File: config.mk
export PLATFORM = sky130hd
export DESIGN_NAME = sdram_init
export DESIGN_NICKNAME = d
export VERILOG_FILES = /design/src/rtl/sdram_init.sv
export SDC_FILE = /design/constraint.sdc
export NUM_CORES = 1
export LEC_CHECK = 0
export CAP_MARGIN = 10
export CORE_UTILIZATION = 35
export DETAILED_ROUTE_END_ITERATION = 8
export HOLD_SLACK_MARGIN = 0.03
export PLACE_DENSITY = 0.6
export SETUP_SLACK_MARGIN = 0.4
export SYNTH_ARGS = -nofsm -noshare
export SYNTH_HDL_FRONTEND = slang
export SYNTH_SLANG_ARGS = --single-unit
File: constraint.sdc
create_clock -name clk -period 2.8 [get_ports clk]
set_input_delay 0.56 -clock clk [delete_from_list [all_inputs] [get_ports clk]]
set_output_delay 0.56 -clock clk [all_outputs]
set_load 0.01 [all_outputs]
File: src/rtl/sdram_init.sv
// SDRAM power-up initialization sequencer: power wait, precharge-all, auto refreshes, mode register load.
// Optional macro SDRAM_INIT_FAST_SIM_EN shortens the power-up wait to 100 cycles.
module sdram_init #(
    parameter logic [2:0]  CAS     = 3'b011,
    parameter int unsigned T_POWER = 20000,
    parameter int unsigned T_RP    = 2,
    parameter int unsigned T_RC    = 7,
    parameter int unsigned T_MRD   = 3,
    parameter int unsigned REF_NUM = 8
) (
    input  logic        clk,
    input  logic        reset,
    output logic [3:0]  init_cmd,
    output logic [1:0]  init_bank_addr,
    output logic [12:0] init_addr,
    output logic        init_end
);

`ifdef SDRAM_INIT_FAST_SIM_EN
    localparam int unsigned T_PWR_EFF = 100;
`else
    localparam int unsigned T_PWR_EFF = T_POWER;
`endif

    localparam int unsigned CNT_W = ($clog2(T_PWR_EFF + 1) > 15) ? $clog2(T_PWR_EFF + 1) : 15;
    localparam int unsigned REF_W = 4;

    localparam logic [3:0]  CMD_NOP  = 4'b0111;
    localparam logic [3:0]  CMD_PRE  = 4'b0010;
    localparam logic [3:0]  CMD_AREF = 4'b0001;
    localparam logic [3:0]  CMD_LMR  = 4'b0000;

    // Burst write, CAS latency, sequential, full page
    localparam logic [12:0] MODE_VAL = {3'b000, 1'b0, 2'b00, CAS, 1'b0, 3'b111};
    localparam logic [12:0] PRE_ALL  = 13'h0400;

    typedef enum logic [2:0] {
        WAIT_PWR,
        PRE,
        WAIT_RP,
        AREF,
        WAIT_RC,
        MRS,
        WAIT_MRD,
        DONE
    } state_t;

    state_t             state, state_d;
    logic [CNT_W-1:0]   cnt, cnt_d;
    logic [REF_W-1:0]   ref_cnt, ref_cnt_d;
    logic [3:0]         cmd_d;
    logic [12:0]        addr_d;
    logic               end_d;

    // State, counters and registered outputs
    always_ff @(posedge clk) begin
        if (reset) begin
            state          <= WAIT_PWR;
            cnt            <= '0;
            ref_cnt        <= '0;
            init_cmd       <= CMD_NOP;
            init_bank_addr <= 2'b00;
            init_addr      <= '0;
            init_end       <= 1'b0;
        end else begin
            state          <= state_d;
            cnt            <= cnt_d;
            ref_cnt        <= ref_cnt_d;
            init_cmd       <= cmd_d;
            init_bank_addr <= 2'b00;
            init_addr      <= addr_d;
            init_end       <= end_d;
        end
    end

    // Next state; each state names the command visible in the cycle it is occupied
    always_comb begin
        state_d   = state;
        cnt_d     = cnt;
        ref_cnt_d = ref_cnt;
        unique case (state)
            WAIT_PWR: begin
                if (cnt == CNT_W'(T_PWR_EFF - 1)) begin
                    state_d = PRE;
                    cnt_d   = '0;
                end else begin
                    cnt_d = cnt + CNT_W'(1);
                end
            end
            PRE: begin
                state_d = WAIT_RP;
                cnt_d   = '0;
            end
            WAIT_RP: begin
                if (cnt == CNT_W'(T_RP - 1)) begin
                    state_d = AREF;
                    cnt_d   = '0;
                end else begin
                    cnt_d = cnt + CNT_W'(1);
                end
            end
            AREF: begin
                state_d   = WAIT_RC;
                cnt_d     = '0;
                ref_cnt_d = ref_cnt + REF_W'(1);
            end
            WAIT_RC: begin
                if (cnt == CNT_W'(T_RC - 1)) begin
                    state_d = (ref_cnt == REF_W'(REF_NUM)) ? MRS : AREF;
                    cnt_d   = '0;
                end else begin
                    cnt_d = cnt + CNT_W'(1);
                end
            end
            MRS: begin
                state_d = WAIT_MRD;
                cnt_d   = '0;
            end
            WAIT_MRD: begin
                if (cnt == CNT_W'(T_MRD - 1)) begin
                    state_d = DONE;
                    cnt_d   = '0;
                end else begin
                    cnt_d = cnt + CNT_W'(1);
                end
            end
            DONE: begin
                state_d = DONE;
            end
            default: begin
                state_d = WAIT_PWR;
                cnt_d   = '0;
            end
        endcase
    end

    // Output values that get registered alongside the next state
    always_comb begin
        cmd_d  = CMD_NOP;
        addr_d = '0;
        end_d  = 1'b0;
        unique case (state_d)
            PRE: begin
                cmd_d  = CMD_PRE;
                addr_d = PRE_ALL;
            end
            AREF: cmd_d = CMD_AREF;
            MRS: begin
                cmd_d  = CMD_LMR;
                addr_d = MODE_VAL;
            end
            DONE:    end_d = 1'b1;
            default: cmd_d = CMD_NOP;
        endcase
    end

endmodule

==> results.yml, run 1 <==
drt:
  drc: 0
  ant_nets: 0
  wl_per_cell_um: 12.2
  avgViaCountPerCell: 4.95
  vias: 1194
  totalWireLength_um: 2950
  drt_iter0_drc: 53
  drt-pass1-iter-count: 5
synthesis:
  avgSynthCellArea_um2: 8.72
  yosys.area.top_type: "dfxtp_1"
  yosysWarnings: 0
  yosysUniqueCellTypes: 47
  netlist_instances: 183
  synthTopCellsByCount: "dfxtp_1, nor2_1, nand2_1"
  yosysSeqAreaShare: 0.351
  synthMostInstantiatedCell: "dfxtp_1"
  netlist_area_mm2: 0.00160
  synth_top_area_share: 0.351
  synth_area_leaders: "dfxtp_1, buf_4, nor2_1"
  synth_edf_count: 0
  synth_seq_cells: 28
  async_reset_ff_frac: 0
  ys.flop_type: "dfxtp_1"
sta:
  fin_crit_sh: 0.770
  rsz0062_at_grt: "false"
  layout_min_cycle_time_ns: 2.16
  slew_headroom: 0.630
  hold_viol_final: 0
  worstMarginPinSlew_ns: 0.555
  drv_slew: 0
  whs_ns: 0.517
  setup_violations: 0
  max_freq_mhz: 464
  fin_skew_ns: 0.00765
  fin_setup_tns_ns: 0
clock_network:
  insertion_delay_ns: 0.27
  clkSinkCount: 28
  cts_tree: "built"
  clock-root-buffer: "clkbuf_8"
  cts_htree_levels: 1
  cts_resized: 0
  numCtsBuffers: 3
  post_cts_buffers: 0
  clk_pin_slew_ns: 0.09
  holdBufCountCts: 0
  clk_path_buf_depth: 2
critical_path:
  path_max_fanout: 7
  cpLargestDelayFamily: "compound AO/OA/AOI/OAI gates"
  worst_r2r_path_depth: 8
  worstPathArrival_ns: 2.35
  r2r-end: "cnt[11]"
  worstSetupPathType: "reg2reg"
  cp_cell_sequence: "inv_1 > ha_1 > nor2b_1 > a311oi_2 > a311oi_4 > a211oi_4 > nand2_2 > o31ai_1"
  timing.rr.start: "cnt[0]"
  worst-path-buf-inv: 1
  critPathLaunchType: "flip-flop"
  required_ns: 2.99
  slowest_stage: "dfxtp_1"
  worst-r2r-setup-slack_ns: 0.64
  endpoint_kind: "flip-flop"
  slowest_delay_ns: 0.44
finish:
  fin_nets: 197
  n_antenna_cell: 0
  area_growth_pct: 9.80
  fin_area_mm2: 0.00175
  drive_gt1_frac: 0.0952
global_route:
  grt_max_degree: 17
  antenna_found_initial: 0
  grt_pass1_wl_um: 5000
  grt_pass1_vias: 1066
  overflow: 0
  grt_usage: 0.126
power_and_ir_drop:
  leakagePower_nw: 0.592
  powerDensity_mw_per_mm2: 432
  irDropWorstVdd_v: 0.000396
min_path:
  hold_depth: 2
  hold_end: "ref_cnt[1]"
  hp-class: "reg2reg"
  min_from: "ref_cnt[1]"
die:
  io_pins: 22
  dieArea_mm2: 0.00484
  start_util: 0.364
  num_rows: 24
  coreArea_mm2: 0.00438
  die_h_um: 69.5
  chipWidth_um: 69.5
job:
  drv_cap: 0
placed_design:
  portBuffers: 11
  dpl.hpwl_um: 2250
  post_dp_cell_area_mm2: 0.00168
  gp_congestion: 0.769
status:
  status: "finished clean"
-- cells by family (layout without fill, tap and decap cells) --
kind of cell | count (synthesis) | in the layout | synth area share
AND/OR/NAND/NOR | 79 | 79 | 0.262
adder cells (fa/ha/maj) | 5 | 5 | 0.0392
other | 1 | 10 | 0.00235
buffers and inverters | 27 | 24 | 0.101
AO/OA/AOI/OAI | 32 | 32 | 0.184
flip-flops | 28 | 28 | 0.351
XOR/XNOR | 11 | 11 | 0.0603
-- worst register-to-register path, cell delays in order, from the launching register on --
cell      delay, ns
dfxtp_1        0.44
inv_1          0.07
ha_1           0.21
nor2b_1        0.16
a311oi_2       0.35
a311oi_4       0.11
a211oi_4       0.37
nand2_2        0.15
o31ai_1        0.23
-- cell type report --
cell class                 instances  area [um^2]
clock buffer                       3         41.3
clock inverter                     1         30.0
fill                             459         2630
inverter                           8         30.0
multi-input combinational        137          908
sequential                        28          561
tap                               52         65.1
timing repair buffer              12          118
-- report_power, final --
| part | internal [W] | switching [W] |
|---|---|---|
| registers | 0.000402 | 0.00000780 |
| logic | 0.0000117 | 0.0000237 |
| clock network | 0.000191 | 0.000121 |
-- registers in the layout, indices dropped and copies added (netlist names) --
register,cells
cnt,15
ref_cnt,4
init_cmd,3
state,3
init_addr,2
init_end,1
-- placed cells by master, fill, tap and decap left out, types with 2 or more instances in the layout --
cell,instances
a31oi_1,3
nand3_1,11
nor4_2,2
a21oi_2,2
and3_1,5
o31ai_1,5
ha_1,5
nor2_1,21
clkbuf_8,3
inv_1,8
nand4_1,5
nand3b_1,3
xnor2_1,2
dfxtp_1,28
o21ai_0,3
and2_1,3
xor2_1,9
clkdlybuf4s50_1,11
conb_1,10
o21ai_1,3
nand2_1,16
a21oi_1,3
nor3_1,3
-- through the flow --
stage / power [W] / utilization / std cells / worst slack, ns
final: 0.000757 / 0.400 / 241 / 0.644
after global routing: 0.000791 / 0.400 / 241 / 0.425
after CTS: 0.000768 / 0.400 / 241 / 0.626
after detailed placement: 0.000454 / 0.384 / 237 / 0.656
after global placement: 0.000454 / 0.384 / 237 / 0.695
after floorplan: 0.000455 / - / 192 / 0.844
-- layer usage --
layer / vias to the layer above / routed length, um / track usage
met3: 2 / 129 / 0.0320
met1: 536 / 1590 / 0.190
met4: 0 / 13 / 0.0136
met5: - / 0 / 0
met2: 23 / 1210 / 0.183
li1: 633 / - / -
-- worst max path at each step --
stage / startpoint / to / slack, ns / depth (start not counted)
6_report: cnt[0] / cnt[11] / 0.64 / 8
5_1_grt: cnt[0] / cnt[11] / 0.42 / 8
4_1_cts: cnt[0] / cnt[5] / 0.63 / 8
3_5_place_dp: cnt[0] / cnt[14] / 0.66 / 8
3_3_place_gp: cnt[0] / cnt[11] / 0.69 / 8
2_1_floorplan: cnt[0] / cnt[11] / 0.84 / 8
Note: power is estimated with default switching activity, not from simulation.
==> inputs of run 2 (changes only) <==
- PLACE_DENSITY: 0.6 -> 0.62
- clock period: 2.8 -> 1.9 ns (I/O delays scaled with it)
==> results.yml, run 2 (synthesized netlist as in run 1, its figures left out) <==
status:
  status: "complete, but fails checks"
  violations: "negative setup slack"
drt:
  drt_iter0_drc: 75
  wl_per_cell_um: 13.5
  ant_nets: 0
  vias: 1399
  drc: 0
  avgViaCountPerCell: 5.16
  totalWireLength_um: 3660
  drt-pass1-iter-count: 4
power_and_ir_drop:
  finalPower_w: 0.00104
  powerDensity_mw_per_mm2: 494
  irDropWorstVdd_v: 0.000318
  leakagePower_nw: 0.808
clock_network:
  clock-root-buffer: "clkbuf_8"
  holdBufCountCts: 0
  clk_pin_slew_ns: 0.09
  numCtsBuffers: 3
  cts_htree_levels: 1
  cts_tree: "built"
  insertion_delay_ns: 0.27
  clkSinkCount: 28
  clk_path_buf_depth: 2
global_route:
  grt_max_degree: 16
  grt_usage: 0.152
  overflow: 0
  grt_pass1_wl_um: 5820
  antenna_found_initial: 0
  grt_pass1_vias: 1228
sta:
  setup_violations: 3
  fin_setup_tns_ns: -0.0584
  fin_crit_sh: 1.01
  max_freq_mhz: 519
  drv_slew: 0
  fin_skew_ns: 0.00505
  hold_viol_final: 0
  layout_min_cycle_time_ns: 1.93
  rsz0062_at_grt: "true"
  fin_ws_ns: -0.0277
die:
  coreArea_mm2: 0.00438
  num_rows: 24
  die_h_um: 69.5
  io_pins: 22
  start_util: 0.364
  dieArea_mm2: 0.00484
  chipWidth_um: 69.5
critical_path:
  worstPathArrival_ns: 2.12
  r2r-end: "cnt[14]"
  path_max_fanout: 6
  slowest_stage: "dfxtp_4"
  endpoint: "cnt[14]"
  required_ns: 2.09
  critPathLaunchType: "flip-flop"
  crit_start: "cnt[0]"
  timing.rr.start: "cnt[0]"
  slowest_delay_ns: 0.40
  endpoint_kind: "flip-flop"
  cp_cell_sequence: "inv_2 > ha_4 > nor2b_4 > a311oi_2 > a311oi_4 > a211oi_4 > nand2_2 > o31ai_1"
  worst_r2r_path_depth: 8
  worst-r2r-setup-slack_ns: -0.03
  worstSetupPathType: "reg2reg"
finish:
  reg_top3: "cnt: 15 flops, ref_cnt: 4 flops"
  n_antenna_cell: 0
  area_growth_pct: 32.0
  drive_gt1_frac: 0.324
  fin_nets: 227
  largest-register: "cnt"
  layout_commonest_cell: "buf_4"
  largest_reg_flops: 15
  mostFrequentLayoutCells: "buf_4, nor2_1, dfxtp_1, nand2_1"
min_path:
  hp-class: "reg2reg"
placed_design:
  dpl.hpwl_um: 2550
  gp_congestion: 0.859
  portBuffers: 11
job:
  drv_cap: 0
## run 2: cell types whose count changed in the layout (fill, tap and decap cells not counted), sizes merged
cell and delta:
clkbuf +1, clkdlybuf4s50 -10, bufinv -1, buf +30
dlymetal6s2s +2, dlygate4sd2 +8
## run 2: where the power goes
group          internal (W)  switching [W]  total [W]
sequential         0.000590      0.0000140   0.000604
combinational     0.0000320      0.0000417  0.0000737
clock              0.000185       0.000178   0.000364
## run 2: stage by stage
step	hold slack (ns)	util	area, um^2	cells	setup WS [ns]
2_1_floorplan	0.450	-	1680	192	0.158
3_3_place_gp	0.483	0.436	1910	261	-0.0236
3_5_place_dp	0.488	0.436	1910	261	-0.0379
4_1_cts	0.501	0.458	2010	268	-0.0131
5_1_grt	0.531	0.481	2110	271	-0.105
6_report	0.498	0.481	2110	271	-0.0277
## run 2: layout make-up
cell class	instances	area, um^2
repair buffers	42	342
clock buffers	4	55.1
fillers	421	2280
flip-flops and latches	28	581
inverters	8	30.0
multi-input cells	137	1030
well taps	52	65.1
## run 2: repair_timing
item	4_1_cts	5_1_grt
pin swaps	11	8
resized for setup	17	16
setup buffers	3	3
setup endpoints to repair	32	27
## run 2: worst min-delay path by stage
| stage | start | to | slack, ns | depth (start not counted) |
|---|---|---|---|---|
| detailed placement | ref_cnt[1] | ref_cnt[1] | 0.49 | 2 |
| floorplan | cnt[0] | cnt[0] | 0.45 | 1 |
| CTS | ref_cnt[1] | ref_cnt[1] | 0.50 | 2 |
| global placement | ref_cnt[1] | ref_cnt[1] | 0.48 | 2 |
| global route | ref_cnt[1] | ref_cnt[1] | 0.53 | 2 |
| finish | ref_cnt[1] | ref_cnt[1] | 0.50 | 2 |
## run 2: worst max-delay path, delay by kind of cell (launching register included)
family          cells  cell delay (ns)
compound gates      4             0.93
fa+ha+maj           1             0.15
simple gates        2             0.31
flops               1             0.40
buf+inv             1             0.05
## run 2: routing by layer
| layer | track usage | wire length, um | vias up |
|---|---|---|---|
| met3 | 0.0305 | 136 | 6 |
| met2 | 0.229 | 1780 | 34 |
| li1 | - | - | 696 |
| met4 | 0.0726 | 64 | 0 |
| met1 | 0.208 | 1680 | 663 |
| met5 | 0 | 0 | - |
